### src/rtl/sync_fifo_flags.sv
// Single-clock FIFO with occupancy count, programmable almost-full/almost-empty
// thresholds, sticky overflow/underflow flags and selectable registered or FWFT read.
module sync_fifo_flags #(
  parameter int DATA_WIDTH = 8,
  parameter int DEPTH      = 16,
  parameter int AF_THRESH  = 12,
  parameter int AE_THRESH  = 4,
  parameter int FWFT       = 0,
  localparam int AW        = $clog2(DEPTH),
  localparam int CW        = $clog2(DEPTH) + 1
) (
  input  logic                  clk,
  input  logic                  rst,
  input  logic                  wr_en,
  input  logic [DATA_WIDTH-1:0] din,
  input  logic                  rd_en,
  output logic [DATA_WIDTH-1:0] dout,
  output logic                  full,
  output logic                  empty,
  output logic                  almost_full,
  output logic                  almost_empty,
  output logic [CW-1:0]         count,
  output logic                  overflow,
  output logic                  underflow,
  input  logic                  clr_err
);

  logic [DATA_WIDTH-1:0] mem [DEPTH];
  logic [AW-1:0]         wr_ptr;
  logic [AW-1:0]         rd_ptr;
  logic [DATA_WIDTH-1:0] dout_q;
  logic [CW-1:0]         count_next;
  logic                  rd_acc;
  logic                  wr_acc;

  // A read on a full FIFO frees the slot the concurrent write lands in.
  assign rd_acc = rd_en & ~empty;
  assign wr_acc = wr_en & (~full | rd_acc);

  always_comb begin
    count_next = count + CW'(wr_acc) - CW'(rd_acc);
  end

  // Storage is deliberately not reset; a write coincident with reset is dropped.
  always_ff @(posedge clk) begin
    if (wr_acc && !rst) begin
      mem[wr_ptr] <= din;
    end
  end

  always_ff @(posedge clk) begin
    if (rst) begin
      wr_ptr       <= '0;
      rd_ptr       <= '0;
      count        <= '0;
      empty        <= 1'b1;
      full         <= 1'b0;
      almost_empty <= 1'b1;
      almost_full  <= 1'b0;
      dout_q       <= '0;
      overflow     <= 1'b0;
      underflow    <= 1'b0;
    end else begin
      if (wr_acc) begin
        wr_ptr <= wr_ptr + AW'(1);
      end
      if (rd_acc) begin
        rd_ptr <= rd_ptr + AW'(1);
        dout_q <= mem[rd_ptr];
      end
      count        <= count_next;
      empty        <= (count_next == '0);
      full         <= (count_next == CW'(DEPTH));
      almost_full  <= (count_next >= CW'(AF_THRESH));
      almost_empty <= (count_next <= CW'(AE_THRESH));
      overflow     <= (wr_en & ~wr_acc) | (overflow & ~clr_err);
      underflow    <= (rd_en & ~rd_acc) | (underflow & ~clr_err);
    end
  end

  // In FWFT mode dout_q holds the last popped word, shown once the FIFO runs empty.
  generate
    if (FWFT != 0) begin : g_fwft
      assign dout = empty ? dout_q : mem[rd_ptr];
    end else begin : g_reg
      assign dout = dout_q;
    end
  endgenerate

endmodule
### config.mk
export PLATFORM = sky130hd
export DESIGN_NAME = sync_fifo_flags
export DESIGN_NICKNAME = d
export VERILOG_FILES = /design/src/rtl/sync_fifo_flags.sv
export SDC_FILE = /design/constraint.sdc
export NUM_CORES = 1
export LEC_CHECK = 0
export BUFFER_PORTS_ARGS = -buffer_cell sky130_fd_sc_hd__buf_2
export CORE_MARGIN = 5
export CORE_UTILIZATION = 60
export DETAILED_ROUTE_END_ITERATION = 10
export MAX_ROUTING_LAYER = met4
export PLACE_DENSITY = 0.8
export SYNTH_ARGS = -nofsm -noshare
export SYNTH_HDL_FRONTEND = slang
export SYNTH_SLANG_ARGS = --single-unit
### constraint.sdc
create_clock -name clk -period 3.1 [get_ports clk]
set_clock_uncertainty 0.2 [all_clocks]
set_input_delay 0.155 -clock clk [delete_from_list [all_inputs] [get_ports clk]]
set_output_delay 0.155 -clock clk [all_outputs]
set_load 0.005 [all_outputs]
### Word level (Yosys, flattened, before mapping)

Memories as Yosys holds them, arrays and structs flattened. A register that Yosys moved wholly into a read port is not among the register bits.
Cells that the tools add are included.

| storage, ports and cells | value |
|---|---|
| register bits | 19 |
| bits in writable memories | 128 |
| output and inout bits | 19 |
| memories kept | 1 |

| cells by class | value |
|---|---|
| add/sub/neg operators | 4 |
| magnitude comparators | 2 |
| equal/unequal tests | 1 |
| muxes and demuxes | 2 |
| bitwise gates (word level) | 14 |
| reductions and logical operators | 3 |

Memory list:

| memory | words | bits a word | rd ports | clocked after Yosys merged registers in | wr ports | RTL line | text |
|---|---|---|---|---|---|---|---|
| mem | 16 | 8 | 1 | 1 | 1 | 28 | `logic [DATA_WIDTH-1:0] mem [DEPTH];` |

Operators with widths:

| operator | count |
|---|---|
| 4-bit by 1-bit adder with 4-bit output (second input constant) | 2 |
| 1-bit AND | 6 |
| 5-bit by 1-bit adder with 5-bit output | 1 |
| 5-bit equality test (second input constant) | 1 |
| 5-bit by 4-bit greater-or-equal comparator with 1-bit output (second input constant) | 1 |
| 5-bit by 3-bit <= comparator with 1-bit output (second input constant) | 1 |
| 5-bit zero test | 1 |
| 1-bit NOT | 5 |
| 5-bit by 1-bit subtractor with 5-bit output | 1 |
| 1-bit bitwise OR | 3 |
| 1-bit two-way mux | 2 |
| 1-bit logical AND | 1 |
| 1-bit zero test | 1 |

### Depth between registers and ports, before layout

Gate-level depths: netlist (run 1).

| depth | value |
|---|---|
| word-level depth | 7 |
| gate-level depth with buffers | 13 |
| depth with buffers taken out | 13 |

### Worst setup path before layout (run 1)

No wires, ideal clock.

| timing path | value |
|---|---|
| path kind | register -> register |
| start | register empty |
| end | register almost_full |
| library setup time | 123 ps |
| data arrival time | 2461 ps |
| data required time | 2777 ps |
| slack | 316 ps |
| cell stages (with the launch flop) | 14 |
| clock period less this slack | 2784 ps |
| cell sequence | dfxtp_1 -> nand2b_1 -> a21boi_2 -> inv_1 -> ha_1 -> inv_1 -> ha_1 -> inv_1 -> fa_1 -> nor2b_1 -> o21ai_0 -> a21oi_1 -> nor3b_2 -> or2_2 |

| between the ends | value |
|---|---|
| cells in the longest elaborated chain, start to end | 7 |

Ends and longest elaborated chain:

| element | RTL line | text |
|---|---|---|
| start, declared | 19 | `output logic empty,` |
| start signal, assigned | 72 | `empty <= (count_next == '0);` |
| 1-bit NOT (*) | 37 | `assign rd_acc = rd_en & ~empty;` |
| 1-bit AND (*) | 37 |  |
| 1-bit bitwise OR | 38 | `assign wr_acc = wr_en & (~full \| rd_acc);` |
| 1-bit AND | 38 |  |
| 5-bit by 1-bit adder with 5-bit output | 41 | `count_next = count + CW'(wr_acc) - CW'(rd_acc);` |
| 5-bit by 1-bit subtractor with 5-bit output (*) | 41 |  |
| 5-bit by 4-bit greater-or-equal comparator with 1-bit output (*) | 74 | `almost_full <= (count_next >= CW'(AF_THRESH));` |
| end signal, assigned | 74 |  |
| end, declared | 20 | `output logic almost_full,` |

Mark *: on every way between the ends. The rest lies on a longest branch, timed or not.
A chain may end at the register's enable or synchronous reset.

### Worst setup path after layout (run 1)

Same ends and word-level chain as after synthesis.

==> run_results.csv, run 1 <==
group,metric,value,unit
outcome,status,"finished, final reports clean",
setup_path,reg2reg_slack,170,ps
floorplanning,start_util,61.95,%
detailed_routing,ant_nets,0,
timing,hold_violations,0,
grt,grt_pass1_vias,3677,
placement,dp_hpwl,7738,um
clocking,cts_setup_buffers,0,
synthesis,synth-edff-count,128,
layout,fin_nets,455,
synthesis,async_flop_share,0,%
synthesis,postSynthAreaPerCell,16.85,um2
synthesis,synthFlopType,"edfxtp_1",
detailed_routing,drt-pass1-iter-count,5,
setup_path,critPathLaunchType,"flip-flop",
timing,worst_pin_slew,595.9,ps
worst_hold_path,worstHoldPathType,"flip-flop to flip-flop",
clocking,htree_levels,4,
grt,grt_pass1_wl,19670,um
floorplanning,num_io_pins,32,
floorplanning,die_h,110.7,um
clocking,cts_tree,"yes",
detailed_routing,drtIter0Drc,280,
synthesis,synth_cell_types,35,
placement,port_buffers,31,
synthesis,synth_area,0.006083,mm2
power,power.leakage,2.457,nW
timing,fin_hold_ws,269.8,ps
timing,final-max-slew-violation-count,0,
detailed_routing,vias_per_cell,5.889,
floorplanning,fp.dieW,110.7,um
setup_path,path_class,"flip-flop to flip-flop",
synthesis,yosys_register_bits,155,
grt,grt_max_degree,23,
setup_path,worst_setup_path_end_kind,"flip-flop",
synthesis,ys_warn_count,0,
timing,period_share,94.51,%
floorplanning,rows,36,
clocking,clock_latency,530,ps
detailed_routing,wirelength,12310,um
layout,n_antenna_cell,0,
clocking,clockBufferDepth,2,
layout,final_core_util,73.62,%
grt,overflow,0,
layout,syn2layout_area_growth,18.84,%
synthesis,synth-seq-area-share,72.07,%
setup_path,crit_fanout,6,
floorplanning,core,0.009819,mm2
clocking,root_buffer,"clkbuf_8",
timing,slew_headroom,60.13,%
detailed_routing,num_vias,3398,
grt,antenna_found_initial,0,
clocking,clock-sinks,155,
floorplanning,die-area,0.01225,mm2
clocking,numCtsBuffers,17,
power,cellPowerDensity,758.7,mW/mm2
grt,grt_usage,22.04,%
detailed_routing,wl_per_cell,21.34,um
timing,setup_viol,0,
placement,gp_congestion,0.8213,
detailed_routing,drc_errors,0,
timing,fmax,341.3,MHz
timing,min_period,2930,ps
setup_path,worstPathRequired,3310,ps
setup_path,arrival,3140,ps
power,vdd_drop_max,0.0003948,V
clocking,clk_pin_slew,60,ps
layout,drive_above_1_share,24.77,%
synthesis,syn_inst,361,
synthesis,synth_nets,385,
flow_run,cap_viol_max_count,0,
[power by group]
| part | switching, mW | internal, mW | leakage, nW |
|---|---|---|---|
| Clock | 0.832 | 1.16 | 0.270 |
| Combinational | 0.549 | 0.467 | 0.812 |
| Sequential | 0.103 | 2.37 | 1.38 |
| Total | 1.48 | 4.00 | 2.46 |
[metal layers]
metal  vias to the layer above  GRT usage (%)  routed length [um]
met3                        29          5.950                 741
met5                         -              -                   0
met4                         0          9.278                 340
met1                      1710          26.99                4925
li1                       1533              -                   -
met2                       126          34.95                6303
[area by class of cell]
cell class,count,area (um2)
sequential,155,4385
timing repair buffer,68,470.5
tap,133,166.4
fill,592,2590
clock buffer,17,414.1
clock inverter,15,162.7
multi-input combinational,177,1585
inverter,12,45.04
[cells by family (layout without fill, tap and decap cells)]
kind of cell,after synthesis,count (layout),synth area share [%]
flops,155,155,72.07
simple gates,62,62,4.793
mux,55,55,12.77
compound gates,40,40,4.607
buf+inv,29,112,2.077
fa+ha+maj,11,11,2.386
xor+xnor,9,9,1.296
[flip-flops by register name, indices dropped and copies added (netlist names)]
register,flops
rd_ptr,4
overflow,1
mem,128
count,5
almost_empty,1
full,1
wr_ptr,4
dout,8
underflow,1
almost_full,1
empty,1
[synth_stat cells, types with 2 or more instances]
| cell | count | share of area [%] |
|---|---|---|
| buf_2 | 5 | 0.41 |
| a21oi_1 | 4 | 0.33 |
| clkbuf_1 | 4 | 0.25 |
| a32oi_1 | 8 | 1.2 |
| nand3_1 | 2 | 0.16 |
| a22oi_1 | 16 | 2.0 |
| nor3_1 | 7 | 0.58 |
| mux4_2 | 18 | 6.7 |
| xnor2_1 | 2 | 0.29 |
| nor2_1 | 27 | 1.7 |
| nand2b_1 | 3 | 0.31 |
| o21ai_1 | 4 | 0.33 |
| o21ai_0 | 5 | 0.41 |
| edfxtp_1 | 128 | 63 |
| mux2i_1 | 36 | 5.9 |
| nor2b_1 | 5 | 0.51 |
| buf_1 | 5 | 0.31 |
| xor2_1 | 7 | 1.0 |
| inv_1 | 12 | 0.74 |
| nand2_1 | 11 | 0.68 |
| buf_4 | 3 | 0.37 |
| dfxtp_1 | 27 | 8.9 |
| ha_1 | 10 | 2.1 |
[layout by cell type, fill, tap and decap left out, drive strengths merged]
cell type | synthesis | layout
clkbuf | 4 | 17
ha | 10 | 10
nor3 | 7 | 7
or3 | 1 | 1
and4 | 1 | 1
nor2 | 27 | 27
nand3 | 2 | 2
mux4 | 18 | 18
nand4 | 1 | 1
a31oi | 1 | 1
dfxtp | 27 | 27
o21ai | 9 | 9
mux2 | 1 | 1
nand2 | 11 | 11
mux2i | 36 | 36
clkinvlp | 0 | 5
buf | 13 | 53
inv | 12 | 18
clkinv | 0 | 2
bufinv | 0 | 2
fa | 1 | 1
xor2 | 7 | 7
a21oi | 4 | 4
nor3b | 2 | 2
xnor2 | 2 | 2
edfxtp | 128 | 128
and2 | 1 | 1
a32oi | 8 | 8
nand2b | 3 | 3
dlygate4sd3 | 0 | 15
a22oi | 16 | 16
nor2b | 5 | 5
a21boi | 1 | 1
a21o | 1 | 1
or2 | 1 | 1
[path summary, 6_finish.rpt]
kind / start / to / cells after the start
max: empty$_SDFF_PP1_ / almost_full$_SDFF_PP0_ / 13
min: dout[3]$_SDFFE_PP0P_ / dout[3]$_SDFFE_PP0P_ / 2
max reg2reg: empty$_SDFF_PP1_ / almost_full$_SDFF_PP0_ / 13
min reg2reg: dout[3]$_SDFFE_PP0P_ / dout[3]$_SDFFE_PP0P_ / 2
[metrics by stage]
step	TNS, ps	power (mW)	cell area [um2]	worst slack, ps	std cells
finish	0	5.485	7229	170.1	577
floorplan	0	3.157	6083	315.6	361
detailed placement	0	3.455	6490	231.6	530
CTS	0	5.474	7217	192.5	577
global placement	0	3.409	6490	305.5	530
global route	-97.87	5.758	7229	-50.81	577
[worst max-delay path, cell delays in order, from the launching register on]
cell      delay [ps]
dfxtp_1          320
nand2b_2         230
a21boi_2         180
inv_1             90
ha_1             270
inv_1             60
ha_1             160
inv_1             60
fa_1             400
nor2b_1          160
o21ai_1          120
a21oi_2          190
nor3b_4           80
or2_2            300
[what timing repair did]
action                     in CTS  in global routing
hold buffers                   15                  0
setup endpoints to repair       0                  3
gates resized for setup         0                  4
hold endpoints to repair      145                  0
Note: power is estimated with default switching activity, not from simulation.
==> inputs of run 2 (changes only) <==
--- a/config.mk
+++ b/config.mk
@@ -7,10 +7,11 @@
 export LEC_CHECK = 0
 export BUFFER_PORTS_ARGS = -buffer_cell sky130_fd_sc_hd__buf_2
 export CORE_MARGIN = 5
-export CORE_UTILIZATION = 60
+export CORE_UTILIZATION = 54
 export DETAILED_ROUTE_END_ITERATION = 10
+export GPL_TIMING_DRIVEN = 0
 export MAX_ROUTING_LAYER = met4
-export PLACE_DENSITY = 0.8
+export PLACE_DENSITY = 0.77
 export SYNTH_ARGS = -nofsm -noshare
 export SYNTH_HDL_FRONTEND = slang
 export SYNTH_SLANG_ARGS = --single-unit
==> constraint.sdc (replaced) <==
create_clock -name clk -period 2.67 [get_ports clk]
set_clock_uncertainty 0.2 [all_clocks]
set_input_delay 0.1335 -clock clk [delete_from_list [all_inputs] [get_ports clk]]
set_output_delay 0.1335 -clock clk [all_outputs]
set_load 0.005 [all_outputs]
==> run_results.csv, run 2 (synthesis gave the netlist of run 1 again) <==
group,metric,value,unit
layout,final_common_cell,"edfxtp_1",
layout,fin_nets,455,
detailed_routing,highest_layer,"met4",
clocking,clockBufferDepth,2,
power,cellPowerDensity,900.4,mW/mm2
clocking,cts_tree,"yes",
detailed_routing,vias_per_cell,5.733,
detailed_routing,ant_nets,0,
grt,grt_usage,20.63,%
placement,placed_cell_area,0.006429,mm2
floorplanning,die-area,0.01349,mm2
setup_path,arrival,2410,ps
setup_path,crit_fanout,8,
timing,min_period,2567,ps
flow_run,cap_viol_max_count,0,
detailed_routing,dr_wl_met2,6495,um
timing,period_share,96.14,%
worst_hold_path,holdPathStages,6,
floorplanning,start_util,55.63,%
worst_hold_path,hold_end,"wr_ptr[1]$_SDFFE_PP0P_",
worst_hold_path,worstHoldPathType,"input pin to flip-flop",
placement,dp_hpwl,7663,um
layout,final_cell_mix,"edfxtp_1, buf_2, mux2i_1",
grt,antenna_found_initial,0,
floorplanning,num_io_pins,32,
floorplanning,rows,38,
timing,setup_ws,103.0,ps
timing,hold_violations,0,
timing,worst_pin_slew,1319,ps
detailed_routing,drc_errors,0,
worst_hold_path,hold_start,"rd_en",
timing,fmax,389.6,MHz
layout,syn2layout_area_growth,19.56,%
setup_path,worstPathRequired,2510,ps
setup_path,worstReg2RegEnd,"mem[14][3]$_DFFE_PP_",
grt,grt_max_degree,17,
clocking,clk_pin_slew,60,ps
power,power.leakage,2.429,nW
placement,pre_cts_slack,-207.2,ps
grt,grt_pass1_vias,3432,
setup_path,path_class,"flip-flop to flip-flop",
layout,final_cell_area,0.007273,mm2
layout,n_antenna_cell,0,
placement,gp_congestion,0.8090,
setup_path,r2r-start,"empty$_SDFF_PP1_",
layout,drive_above_1_share,26.13,%
floorplanning,die_h,116.1,um
clocking,clock-sinks,155,
grt,overflow,0,
timing,rsz0062_at_grt,"true",
clocking,clock_latency,420,ps
placement,dp.cells,532,
placement,port_buffers,31,
outcome,status,"finished, final reports clean",
detailed_routing,wl_per_cell,21.45,um
setup_path,reg2reg_slack,100,ps
timing,fin_hold_ws,114.7,ps
timing,slew_headroom,11.85,%
timing,setup_viol,0,
layout,top_register,"mem",
layout,final_cells,584,
detailed_routing,route.met3.wl,811,um
layout,final_core_util,66.51,%
clocking,htree_levels,4,
floorplanning,core,0.01094,mm2
grt,grt_pass1_wl,19170,um
timing,final-max-slew-violation-count,0,
detailed_routing,num_vias,3348,
layout,largest_reg_flops,128,
setup_path,worst_setup_path_end_kind,"flip-flop",
clocking,root_buffer,"clkbuf_16",
setup_path,reg2regPathDepth,7,
detailed_routing,drtIter0Drc,296,
floorplanning,fp.dieW,116.1,um
detailed_routing,met1_length,4988,um
clocking,numCtsBuffers,17,
detailed_routing,wirelength,12530,um
detailed_routing,drt-pass1-iter-count,5,
power,vdd_drop_max,0.0004450,V
setup_path,critPathLaunchType,"flip-flop",
run 2: power breakdown:
group          switching, mW  internal [mW]
combinational          0.720          0.646
sequential            0.0875           2.76
clock                  0.953           1.38
total                   1.76           4.79
run 2: worst max-delay path: stages (launching register included):
cell and delay, ps:
dfxtp_2 320, nand2b_4 160, a21boi_4 180, inv_2 70, buf_4 130, nor2_1 200
nand2_1 210, nor2_1 710
run 2: what timing repair did:
item                                   in CTS  in global routing
endpoints found under the hold margin     133                  0
setup endpoints to repair                  37                 13
hold buffers                               14                  0
pin swaps                                   6                  6
buffers inserted                            4                  2
gates resized for setup                    12                 11
run 2: stage by stage:
step | power, mW | TNS, ps
detailed placement | 4.033 | -4385
global route | 6.821 | -171.3
global placement | 3.992 | -3789
floorplan | 3.678 | 0
finish | 6.548 | 0
CTS | 6.469 | -38.52
run 2: final cells by class:
class / count / area [um2]
Sequential cell: 155 / 4385
Fill cell: 741 / 3662
Multi-Input combinational cell: 177 / 1667
Clock buffer: 19 / 432.9
Timing Repair Buffer: 51 / 340.3
Tap cell: 140 / 175.2
Clock inverter: 13 / 142.6
Buffer: 17 / 81.33
Inverter: 12 / 48.80
run 2: worst max path at each step:
| stage | from | endpoint | slack, ps | cells after the start |
|---|---|---|---|---|
| floorplan | empty$_SDFF_PP1_ | almost_full$_SDFF_PP0_ | 5 | 13 |
| global placement | empty$_SDFF_PP1_ | almost_full$_SDFF_PP0_ | -170 | 13 |
| detailed placement | empty$_SDFF_PP1_ | almost_full$_SDFF_PP0_ | -210 | 13 |
| CTS | empty$_SDFF_PP1_ | almost_full$_SDFF_PP0_ | -40 | 13 |
| global route | empty$_SDFF_PP1_ | mem[7][4]$_DFFE_PP_ | -20 | 7 |
| finish | empty$_SDFF_PP1_ | mem[14][3]$_DFFE_PP_ | 100 | 7 |
run 2: per-layer routing:
layer | up-vias | global-route usage (%)
li1 | 1535 | -
met1 | 1667 | 25.75
met2 | 117 | 33.41
met3 | 29 | 5.544
met4 | 0 | 6.187
met5 | - | -
==> inputs of run 3 (changes only) <==
==> config.mk (replaced) <==
export PLATFORM = sky130hd
export DESIGN_NAME = sync_fifo_flags
export DESIGN_NICKNAME = d
export VERILOG_FILES = /design/src/rtl/sync_fifo_flags.sv
export SDC_FILE = /design/constraint.sdc
export NUM_CORES = 1
export LEC_CHECK = 0
export CORE_MARGIN = 5
export CORE_UTILIZATION = 56
export DETAILED_ROUTE_END_ITERATION = 10
export DONT_BUFFER_PORTS = 1
export GPL_TIMING_DRIVEN = 0
export MAX_ROUTING_LAYER = met4
export PLACE_DENSITY = 0.76
export REMOVE_ABC_BUFFERS = 1
export SYNTH_ARGS = -nofsm -noshare
export SYNTH_HDL_FRONTEND = slang
export SYNTH_SLANG_ARGS = --single-unit
==> run_results.csv, run 3 (synthesis gave the netlist of run 1 again) <==
group,metric,value,unit
outcome,status,"complete, but fails checks",
outcome,violations,"hold timing, setup timing",
setup_path,arrival,2950,ps
layout,drive_above_1_share,20.00,%
clocking,root_buffer,"clkbuf_8",
grt,overflow,0,
detailed_routing,met1_length,4766,um
timing,fmax,372.7,MHz
detailed_routing,drt-pass1-iter-count,5,
placement,dp_hpwl,7031,um
setup_path,crit_fanout,5,
worst_hold_path,worstHoldPathType,"input pin to flip-flop",
timing,setup_viol,1,
layout,final_core_util,66.52,%
power,power.leakage,2.325,nW
detailed_routing,dr_wl_met2,6557,um
detailed_routing,highest_layer,"met4",
flow_run,cap_viol_max_count,0,
clocking,htree_levels,4,
floorplanning,die_h,114.2,um
placement,placed_cell_area,0.006200,mm2
grt,antenna_found_initial,0,
setup_path,critPathMaxStageDelay,350,ps
clocking,numCtsBuffers,17,
setup_path,worst_setup_path_end_kind,"flip-flop",
clocking,clock_latency,530,ps
layout,final_cell_mix,"edfxtp_1, mux2i_1, nor2_1",
layout,final_cell_area,0.007148,mm2
timing,final-max-slew-violation-count,0,
timing,slew_headroom,18.45,%
placement,gp_congestion,0.7631,
timing,rsz0062_at_grt,"true",
layout,fillers,685,
detailed_routing,drc_errors,0,
setup_path,crit_top_cell,"inv_2",
grt,grt_pass1_wl,18990,um
detailed_routing,ant_nets,0,
power,vdd_drop_max,0.0004601,V
clocking,clk_pin_slew,60,ps
power,cellPowerDensity,895.0,mW/mm2
layout,final_common_cell,"edfxtp_1",
floorplanning,die-area,0.01305,mm2
setup_path,path_class,"flip-flop to flip-flop",
setup_path,worstPathRequired,2940,ps
clocking,cts_tree,"yes",
timing,worst_pin_slew,1221,ps
layout,largest_reg_flops,128,
layout,top_register,"mem",
timing,fin_hold_ws,-525.0,ps
grt,grt_max_degree,30,
layout,syn2layout_area_growth,17.50,%
floorplanning,rows,38,
detailed_routing,route.met3.wl,687,um
timing,min_period,2683,ps
detailed_routing,wirelength,12340,um
floorplanning,start_util,56.61,%
timing,setup_ws,-13.30,ps
setup_path,critPathLaunchType,"flip-flop",
detailed_routing,wl_per_cell,22.44,um
setup_path,reg2regPathDepth,13,
setup_path,cp_cell_sequence,"nand2b_4 -> a21boi_4 -> inv_2 -> ha_4 -> inv_2 -> ha_4 -> inv_2 -> fa_2 -> nor2b_2 -> o21ai_2 -> nand3_1 -> nor3b_4 -> and4_1",
clocking,clockBufferDepth,2,
floorplanning,num_io_pins,32,
timing,period_share,100.5,%
setup_path,cp_slowest_cell,"fa_2",
detailed_routing,vias_per_cell,5.960,
grt,grt_pass1_vias,3402,
layout,n_antenna_cell,0,
timing,hold_violations,16,
placement,port_buffers,0,
grt,grt_usage,20.69,%
floorplanning,core,0.01075,mm2
clocking,clock-sinks,155,
worst_hold_path,holdPathStages,1,
layout,fin_nets,421,
detailed_routing,drtIter0Drc,328,
detailed_routing,num_vias,3278,
floorplanning,fp.dieW,114.2,um
run 3: changes by cell type in the layout (fill, tap and decap cells not counted), sizes merged:
| cell | previous run | this run |
|---|---|---|
| buf | 50 | 11 |
| dlygate4sd3 | 14 | 23 |
| inv | 15 | 12 |
| clkbuf | 23 | 21 |
| clkinv | 3 | 5 |
| bufinv | 2 | 1 |
run 3: power breakdown:
| part | switching (mW) | total (mW) | internal [mW] |
|---|---|---|---|
| clock | 0.907 | 2.19 | 1.28 |
| sequential | 0.195 | 2.96 | 2.76 |
| combinational | 0.615 | 1.25 | 0.635 |
run 3: final timing paths:
path / endpoint / slack [ps] / startpoint
max: full$_SDFF_PP0_ / -10 / empty$_SDFF_PP1_
min: count[1]$_SDFF_PP0_ / -520 / rst
max reg2reg: full$_SDFF_PP0_ / -10 / empty$_SDFF_PP1_
min reg2reg: dout[1]$_SDFFE_PP0P_ / 320 / dout[1]$_SDFFE_PP0P_
run 3: per-stage QoR:
stage | TNS, ps | std cells | total power [mW] | setup slack (ps)
global placement | -21500 | 484 | 3.851 | -811.7
detailed placement | -16930 | 485 | 3.874 | -485.0
finish | -13.30 | 550 | 6.397 | -13.30
floorplan | -286.2 | 344 | 3.644 | -150.9
CTS | 0 | 544 | 6.238 | 1.122
global route | -439.7 | 550 | 6.682 | -123.5
run 3: metal layers:
layer  vias up  GRT usage (%)
li1       1477              -
met1      1668          24.78
met3        29          5.603
met2       104          33.76
met4         0          7.918
met5         -              -
run 3: layout make-up:
type / instances / area (um2) / area share, %
sequential: 155 / 4390 / 61.42
inverter: 12 / 48.80 / 0.6827
clock inverter: 11 / 97.59 / 1.365
tap: 140 / 175.2 / 2.451
clock buffer: 21 / 449.2 / 6.284
timing repair buffer: 34 / 325.3 / 4.551
multi-input combinational: 177 / 1662 / 23.25
run 3: critical path, delay by kind of cell (launching register included):
kind            cells  cell delay (ps)
simple gates        5              950
fa+ha+maj           3              680
flops               1              340
compound gates      2              270
buf+inv             3              170
run 3: what timing repair did:
item | in CTS | in global routing
setup endpoints to repair | 78 | 7
gates resized for setup | 18 | 6
hold endpoints to repair | 187 | 17
buffers inserted | 5 | 5
pin swaps | 7 | 6
hold buffers | 22 | 1
